$ cat config.mk
export PLATFORM = sky130hd
export DESIGN_NAME = rect_fill_engine
export DESIGN_NICKNAME = d
export VERILOG_FILES = /design/src/rtl/gfx_pkg.sv /design/src/rtl/raster_counter.sv /design/src/rtl/rect_fill_engine.sv
export SDC_FILE = /design/constraint.sdc
export NUM_CORES = 1
export LEC_CHECK = 0
export CAP_MARGIN = 20
export CORE_MARGIN = 10
export CORE_UTILIZATION = 35
export DETAILED_ROUTE_END_ITERATION = 10
export GPL_ROUTABILITY_DRIVEN = 0
export PLACE_DENSITY_LB_ADDON = 0.08
export SLEW_MARGIN = 20
export SYNTH_ARGS = -nofsm -noshare
export SYNTH_HDL_FRONTEND = slang
export SYNTH_HIERARCHICAL = 1
export SYNTH_SLANG_ARGS = --single-unit
$ cat constraint.sdc
create_clock -name clock -period 7.05 [get_ports clock]
set_clock_uncertainty 0.2 [all_clocks]
set_input_delay 1.0575 -clock clock [delete_from_list [all_inputs] [get_ports clock]]
set_output_delay 1.0575 -clock clock [all_outputs]
set_load 0.02 [all_outputs]
$ cat src/rtl/gfx_pkg.sv
// Shared graphics definitions: screen geometry defaults, colour width,
// fill FSM states and the standard colour constants.
package gfx_pkg;

    localparam int SCREEN_W_DEF = 160;
    localparam int SCREEN_H_DEF = 120;
    localparam int COLOUR_W_DEF = 3;

    typedef enum logic [1:0] {
        IDLE,
        DRAW,
        FINISH
    } fill_state_t;

    localparam logic [COLOUR_W_DEF-1:0] BLACK = 3'd0;
    localparam logic [COLOUR_W_DEF-1:0] WHITE = 3'd7;

endpackage

$ cat src/rtl/raster_counter.sv
// Raster-order x/y walker over a latched rectangle [xs..xe] x [ys..ye].
// Holds position while not advanced; flags the bottom-right pixel.
module raster_counter #(
    parameter int X_W = 8,
    parameter int Y_W = 7
) (
    input  logic           clock,
    input  logic           reset,
    input  logic           load,
    input  logic           advance,
    input  logic [X_W-1:0] xs,
    input  logic [Y_W-1:0] ys,
    input  logic [X_W-1:0] xe,
    input  logic [Y_W-1:0] ye,
    output logic [X_W-1:0] x,
    output logic [Y_W-1:0] y,
    output logic           last_pixel
);

    logic [X_W-1:0] x_start;
    logic [X_W-1:0] x_end;
    logic [Y_W-1:0] y_end;

    assign last_pixel = (x == x_end) && (y == y_end);

    // NOTE: state registers use non-blocking assignments so every register
    // samples pre-edge values regardless of statement order.
    always_ff @(posedge clock) begin
        if (reset) begin
            x       <= '0;
            y       <= '0;
            x_start <= '0;
            x_end   <= '0;
            y_end   <= '0;
        end else if (load) begin
            x       <= xs;
            y       <= ys;
            x_start <= xs;
            x_end   <= xe;
            y_end   <= ye;
        end else if (advance && !last_pixel) begin
            if (x != x_end) begin
                x <= x + X_W'(1);
            end else begin
                x <= x_start;
                y <= y + Y_W'(1);
            end
        end
    end

endmodule

$ cat src/rtl/rect_fill_engine.sv
// Rectangle / full-screen fill engine: clips the requested region to the
// screen and streams one pixel write per accepted cycle to the framebuffer.
module rect_fill_engine
    import gfx_pkg::*;
#(
    parameter int SCREEN_W = SCREEN_W_DEF,
    parameter int SCREEN_H = SCREEN_H_DEF,
    parameter int X_W      = 8,
    parameter int Y_W      = 7,
    parameter int COLOR_W  = COLOUR_W_DEF
) (
    input  logic               clock,
    input  logic               reset,
    input  logic               start,
    input  logic               full_screen,
    input  logic [X_W-1:0]     x0,
    input  logic [Y_W-1:0]     y0,
    input  logic [X_W-1:0]     w,
    input  logic [Y_W-1:0]     h,
    input  logic [COLOR_W-1:0] colour_in,
    input  logic               plot_ready,
    output logic               plot,
    output logic [X_W-1:0]     x,
    output logic [Y_W-1:0]     y,
    output logic [COLOR_W-1:0] colour,
    output logic               busy,
    output logic               done
);

    // One extra bit so limits equal to 2^X_W / 2^Y_W still compare correctly.
    localparam logic [X_W:0] X_LIMIT = (X_W+1)'(SCREEN_W);
    localparam logic [Y_W:0] Y_LIMIT = (Y_W+1)'(SCREEN_H);
    localparam logic [X_W:0] X_LAST  = (X_W+1)'(SCREEN_W - 1);
    localparam logic [Y_W:0] Y_LAST  = (Y_W+1)'(SCREEN_H - 1);

    fill_state_t    state;
    logic [X_W:0]   x_sum;
    logic [Y_W:0]   y_sum;
    logic [X_W-1:0] xs, xe;
    logic [Y_W-1:0] ys, ye;
    logic           empty;
    logic           load;
    logic           advance;
    logic           last_pixel;

    // NOTE: every signal gets a default at the top of always_comb, so no
    // path through the block can leave it unassigned and infer a latch.
    always_comb begin
        x_sum = {1'b0, x0} + {1'b0, w} - (X_W+1)'(1);
        y_sum = {1'b0, y0} + {1'b0, h} - (Y_W+1)'(1);
        xs    = x0;
        ys    = y0;
        xe    = (x_sum > X_LAST) ? X_LAST[X_W-1:0] : x_sum[X_W-1:0];
        ye    = (y_sum > Y_LAST) ? Y_LAST[Y_W-1:0] : y_sum[Y_W-1:0];
        empty = (w == '0) || (h == '0) ||
                ({1'b0, x0} >= X_LIMIT) || ({1'b0, y0} >= Y_LIMIT);
        if (full_screen) begin
            xs    = '0;
            ys    = '0;
            xe    = X_LAST[X_W-1:0];
            ye    = Y_LAST[Y_W-1:0];
            empty = 1'b0;
        end
    end

    assign load    = (state == IDLE) && start && !empty;
    assign advance = plot && plot_ready;

    raster_counter #(
        .X_W (X_W),
        .Y_W (Y_W)
    ) u_raster (
        .clock      (clock),
        .reset      (reset),
        .load       (load),
        .advance    (advance),
        .xs         (xs),
        .ys         (ys),
        .xe         (xe),
        .ye         (ye),
        .x          (x),
        .y          (y),
        .last_pixel (last_pixel)
    );

    always_ff @(posedge clock) begin
        if (reset) begin
            state  <= IDLE;
            plot   <= 1'b0;
            busy   <= 1'b0;
            done   <= 1'b0;
            colour <= '0;
        end else begin
            case (state)
                IDLE: begin
                    done <= 1'b0;
                    if (start) begin
                        colour <= colour_in;
                        if (empty) begin
                            state <= FINISH;
                            done  <= 1'b1;
                        end else begin
                            state <= DRAW;
                            plot  <= 1'b1;
                            busy  <= 1'b1;
                        end
                    end
                end
                DRAW: begin
                    if (advance && last_pixel) begin
                        state <= FINISH;
                        plot  <= 1'b0;
                        busy  <= 1'b0;
                        done  <= 1'b1;
                    end
                end
                FINISH: begin
                    // start is deliberately not sampled here.
                    done  <= 1'b0;
                    state <= IDLE;
                end
                default: begin
                    state <= IDLE;
                    plot  <= 1'b0;
                    busy  <= 1'b0;
                    done  <= 1'b0;
                end
            endcase
        end
    end

endmodule

==> results of run 1 <==
worst paths after layout:
kind / startpoint / end / slack, ns / cells after the start
worst min register to register: u_raster/x_start[3] / u_raster/x_start[3] / 0.27 / 2
worst max-delay path: full_screen / u_raster/x[0] / 2.47 / 9
worst min-delay path: u_raster/x_start[3] / u_raster/x_start[3] / 0.27 / 2
worst max register to register: state[1] / u_raster/x[0] / 3.51 / 8
cells by family (layout without fill, tap and decap cells):
family,count (synthesis),in the layout,synth area share
AO/OA/AOI/OAI,94,94,0.2001
AND/OR/NAND/NOR,139,139,0.2035
buffers and inverters,91,139,0.1018
XOR/XNOR,27,27,0.07347
adder cells (fa/ha/maj),32,32,0.1145
flip-flops,45,45,0.2484
multiplexers,21,21,0.05830
flip-flops by register name, summed over array words and instances (netlist names):
register and flops:
u_raster/x 8, u_raster/x_end 8, u_raster/x_start 8, u_raster/y 7, u_raster/y_end 7, colour 3, state 2, busy 1
done 1
cell type report:
cell class | count | area [sq um] | share of cell area
repair buffers | 60 | 595.6 | 0.1356
clock buffers | 7 | 96.34 | 0.02194
multi-input cells | 313 | 2357 | 0.5368
clock inverters | 1 | 5.005 | 0.001140
inverters | 71 | 266.5 | 0.06068
flip-flops and latches | 45 | 900.9 | 0.2051
well taps | 136 | 170.2 | 0.03875
cells in the final DEF, fill, tap and decap left out, types with 8 or more instances in the layout:
cell type        count
xnor2_1             10
mux2i_1             20
nand2_1             28
xor2_1              13
a21oi_1             20
ha_1                30
clkdlybuf4s50_1     58
inv_1               71
o21ai_0             10
dfxtp_1             45
a311oi_1             8
nor2_1              51
per-layer routing:
layer / wire length [um] / GRT usage
met3: 384 / 0.03053
met5: 0 / 0
met4: 29 / 0.01788
met1: 4622 / 0.1654
met2: 4747 / 0.2291
worst max-delay path: cells and delay by family:
family          cells  cell delay [ns]
compound gates      3             0.98
buf+inv             3             1.91
simple gates        3             0.57
metrics by stage:
step / hold WS, ns / utilization / setup WS (ns) / total power [mW]
global placement: 0.2522 / 0.4193 / 2.229 / 0.6864
finish: 0.2704 / 0.4293 / 2.467 / 0.8587
floorplan: 0.2424 / - / 3.651 / 0.5797
detailed placement: 0.2578 / 0.4193 / 2.115 / 0.6891
CTS: 0.2717 / 0.4293 / 2.427 / 0.8685
global route: 0.2845 / 0.4293 / 2.155 / 0.9283
power by group:
part	internal, mW	total [mW]	switching, mW
registers	0.281	0.314	0.0334
logic	0.162	0.369	0.207
clock network	0.0887	0.176	0.0868
total	0.531	0.859	0.328
cell usage after synthesis (all sizes together) (9+ instances only):
cell,number
o311ai,9
xnor2,12
ha,30
xor2,15
clkbuf,12
mux2i,20
inv,71
dfxtp,45
nor2,51
a21oi,20
o21ai,12
nand2,29
==> metrics.md, run 1 <==
| Metric | Value |
|---|---|
| Clock-pin slew on the worst setup and hold paths | around 0.090 ns |
| Routed Antenna Nets | 0 |
| Initial DRC count | 130 |
| Final instance area | 0.004392 sq mm |
| CTS tree | done |
| Drt drc | 0 |
| Core Area | around 0.010 sq mm |
| Maximum clock path buffer count | 2 |
| Achievable Freq | 218.2 MHz |
| Setup tns final | 0 ns |
| Vias | around 3200 |
| Starting Density | 0.3545 |
| Average cell area after synthesis | roughly 8 sq um |
| Largest net degree at the start of global routing | slightly below 50 |
| Leak | 1.838 nW |
| Critical Path AT | 4.55 ns |
| Final Hold Viols | 0 |
| Asr flop ratio synth | 0 |
| Req. time, crit path | between 7 and 8 ns |
| Clock root cell | clkbuf_8 |
| ANT cells | 0 |
| DP Cell Count | around 630 |
| Clock sink total | 45 |
| Power density cells | 195.5 mW/mm^2 |
| GRT Total Usage | 0.1318 |
| Port bufs | 58 |
| Clock Latency Late Sink | around 0.29 ns |
| Synthesized flop and latch total | 45 |
| Seq/Total Area, Yosys | 0.2484 |
| Maximum VDD drop | 0.00008810 V |
| I/O pins | 59 |
| Yosys warns | 6 |
| Yosys top cell by area | dfxtp_1 |
| Critical path class | in -> reg |
| HPWL after detailed placement | approximately 7.7 mm |
| NumNets Final | 566 |
| CTS Buf Count | 5 |
| Worst path max stage delay | 0.98 ns |
| Period utilisation layout | 0.6501 |
| CP startpoint kind | input port |
| First-pass GRT wire length | 16.10 mm |
| Max-Cap Viols | 0 |
| Fillers | about 1100 |
| Vert. Die Dim | 121.8 um |
| Layout cell share with drive strength beyond 1 | 0.07646 |
| Post-Syn Nets | between 500 and 600 |
| Slowest-stage cell, CP | clkdlybuf4s50_1 |
| Worst rel slew slack | 0.3602 |
| Hold-fix buffers, CTS | 0 |
| Top cells by area, synth | dfxtp_1 (25%), ha_1 (10%), inv_1 (7.3%), mux2i_1 (5.5%), nor2_1 (5.3%) |
| Postcts setup bufs | 0 |
| DR pass1 iterations | 4 |
| Number of global-route vias before repair | between 3000 and 4000 |
| Cts repair resizes | 0 |
| RSZ-0062 raised after global routing | no |
| Via-to-Cell Ratio | between 5 and 6 |
| Status | completed |
| H-tree levels | 2 |
| Die ar. | ~0.015 sq mm |
| Area Growth Syn to Fin | 21.08% |
| Synthesized instance count | ~450 |
| Die X | 121.8 um |
| Placed Area | 0.004290 sq mm |
| Final global-route overflow total | 0 |
| Rows | 37 |
| Routed WL | just under 10 mm |
| Hold WC Path Type | reg -> reg |
| Antenna violations before repair | 0 |
| Setup violations, final | 0 |
| Top cell by count, worst path | a41oi_1 |
| Critical Path Fanout Max | 22 |
| Critical path capture point type | flop |
| Slew Viols, Final | 0 |
| Yosys top cell area share | 0.2484 |
| Post-Syn Area | between 0.003 and 0.004 sq mm |
| Most used flip-flop cell after synthesis | dfxtp_1 |
| Min Tclk post-route | between 4 and 5 ns |
| Worst slew pin tran | ~0.95 ns |
| EDFF count, synth | 0 |
| Worst-path cell chain | clkdlybuf4s50_1 -> a41oi_1 -> nand2b_1 -> inv_1 -> buf_4 -> nor2_1 -> a41oi_1 -> or2_2 -> a31oi_1 |
| Wire per inst | about 15 um |
| Cell variety after synth | 74 |
| Non-filler cells, final | 633 |
Note: power is estimated with default switching activity, not from simulation.
==> run 2, diff against run 1 <==
==> constraint.sdc (replaced) <==
create_clock -name clock -period 4.6 [get_ports clock]
set_clock_uncertainty 0.2 [all_clocks]
set_input_delay 0.69 -clock clock [delete_from_list [all_inputs] [get_ports clock]]
set_output_delay 0.69 -clock clock [all_outputs]
set_load 0.02 [all_outputs]
==> metrics.md, run 2 (same netlist as run 1, synthesis figures left out) <==
| Metric | Value |
|---|---|
| Total power | 1.323 mW (was 0.8587 mW) |
| Clock Latency Late Sink | 0.30 ns (was 0.29 ns) |
| Clock sink total | 45 (unchanged) |
| Req. time, crit path | 4.63 ns (was 7.01 ns) |
| Max-Cap Viols | 0 (unchanged) |
| Worst rel slew slack | 0.2850 (was 0.3602) |
| HPWL after detailed placement | 7.717 mm (was 7.712 mm) |
| Period utilisation layout | 0.8306 |
| Clock-pin slew on the worst setup and hold paths | 0.09 ns (about the same) |
| H-tree levels | 2 (unchanged) |
| Finished Core Util | 0.4329 (was 0.4293) |
| ANT cells | 0 (unchanged) |
| Critical path capture point type | flop (unchanged) |
| Hold WC Path Type | reg -> reg (unchanged) |
| Critical Path AT | 3.85 ns (was 4.55 ns) |
| Worst slew pin tran | 1.059 ns (was 0.9472 ns) |
| Commonest non-fill, non-tap cell in the layout | inv_1 (unchanged) |
| Slew Viols, Final | 0 (unchanged) |
| Antenna violations before repair | 0 (unchanged) |
| Worst hold start | u_raster/x_start[3] (unchanged) |
| Critical Path Start | w[1] (was full_screen) |
| Routed WL | 9.824 mm (was 9.783 mm) |
| Postcts setup bufs | 0 (unchanged) |
| Number of global-route vias before repair | 3316 (was 3223) |
| Routed Antenna Nets | 0 (unchanged) |
| Vias | 3302 (was 3225) |
| Setup violations, final | 0 (unchanged) |
| Leak | 1.862 nW (was 1.838 nW) |
| Most frequent cells in the layout | inv_1 (71), clkdlybuf4s50_1 (58), nor2_1 (51) (unchanged) |
| Hold WS | 0.2635 ns (was 0.2704 ns) |
| Layout cell share with drive strength beyond 1 | 0.08566 (was 0.07646) |
| Final global-route overflow total | 0 (unchanged) |
| NumNets Final | 571 (was 566) |
| Critical path class | in -> reg (unchanged) |
| CTS Buf Count | 5 (unchanged) |
| Pre-CTS setup slack | 0.5203 ns (was 2.115 ns) |
| Regs by FF count | u_raster/x: 8 flops, u_raster/x_end: 8 flops, u_raster/x_start: 8 flops (unchanged) |
| Vert. Die Dim | 121.8 um (unchanged) |
| Largest net degree at the start of global routing | 33 (was 49) |
| Drt drc | 0 (unchanged) |
| GRT Total Usage | 0.1357 (was 0.1318) |
| Power density cells | 298.6 mW/mm^2 (was 195.5 mW/mm^2) |
| RSZ-0062 raised after global routing | no (unchanged) |
| Critical Path Fanout Max | 12 (was 22) |
| Via-to-Cell Ratio | 5.176 (was 5.095) |
| I/O pins | 59 (unchanged) |
| Reg2Reg Launch Point | state[1] (unchanged) |
| Initial DRC count | 142 (was 130) |
| Final setup margin | 0.7793 ns (was 2.467 ns) |
| Die ar. | 0.01484 sq mm (unchanged) |
| DP Cell Count | 630 (was 625) |
| Min Tclk post-route | about 3.8 ns |
| Final instance area | 0.004429 sq mm (was 0.004392 sq mm) |
| Achievable Freq | 261.7 MHz |
| Maximum VDD drop | 0.0001345 V (was 0.00008810 V) |
| First-pass GRT wire length | 16.56 mm (was 16.10 mm) |
| Cts repair resizes | 0 (unchanged) |
| Maximum clock path buffer count | 2 (unchanged) |
| Setup tns final | 0 ns (unchanged) |
| Non-filler cells, final | 638 (was 633) |
| Port bufs | 58 (unchanged) |
| DR pass1 iterations | 4 (unchanged) |
| Die X | 121.8 um (unchanged) |
| Wire per inst | 15.40 um (was 15.45 um) |
| CTS tree | done (unchanged) |
| Area Growth Syn to Fin | 22.11% (was 21.08%) |
| CP startpoint kind | input port (unchanged) |
| Clock root cell | clkbuf_8 (unchanged) |
| Starting Density | 0.3545 (unchanged) |
| Core Area | 0.01023 sq mm (unchanged) |
| Hold-fix buffers, CTS | 0 (unchanged) |
| Placed Area | 0.004328 sq mm (was 0.004290 sq mm) |
| Status | completed (unchanged) |
| Rows | 37 (unchanged) |
| Final Hold Viols | 0 (unchanged) |
-- run 2: cell types whose count changed in the layout (fill, tap and decap cells not counted) --
cell / change
buf_4: +5
-- run 2: layer usage --
metal | vias up | GRT usage | wire length (um)
met2 | 71 | 0.2352 | 4789
met5 | - | 0 | 0
li1 | 1670 | - | -
met4 | 0 | 0.03130 | 118
met3 | 10 | 0.03006 | 427
met1 | 1551 | 0.1668 | 4489
-- run 2: cell type report --
| type | count | area, sq um |
|---|---|---|
| clock inverter | 1 | 5.005 |
| sequential | 45 | 900.9 |
| tap | 136 | 170.2 |
| clock buffer | 7 | 96.34 |
| inverter | 71 | 266.5 |
| timing repair buffer | 65 | 633.1 |
| multi-input combinational | 313 | 2357 |
| fill | 1037 | 5802 |
-- run 2: worst max-delay path: stages --
cell and delay, ns:
clkdlybuf4s50_1 0.42, nor4_1 0.56, nand2_1 0.12, a41oi_1 0.30, nand2b_1 0.20, inv_1 0.08, nor4_1 0.34, a41oi_1 0.52
or2_2 0.48, a31oi_1 0.13
-- run 2: worst paths after layout --
| path | slack (ns) | end | cells past startpoint |
|---|---|---|---|
| setup / recovery | 0.78 | u_raster/x[0] | 10 |
| hold / removal | 0.26 | u_raster/x_start[3] | 2 |
| setup reg to reg | 1.79 | u_raster/x[6] | 8 |
| hold reg to reg | 0.26 | u_raster/x_start[3] | 2 |
-- run 2: power breakdown --
part,leakage [nW],internal (mW),switching (mW),total [mW]
Clock,0.0542,0.136,0.137,0.273
Sequential,0.370,0.430,0.0485,0.478
Combinational,1.44,0.252,0.319,0.571
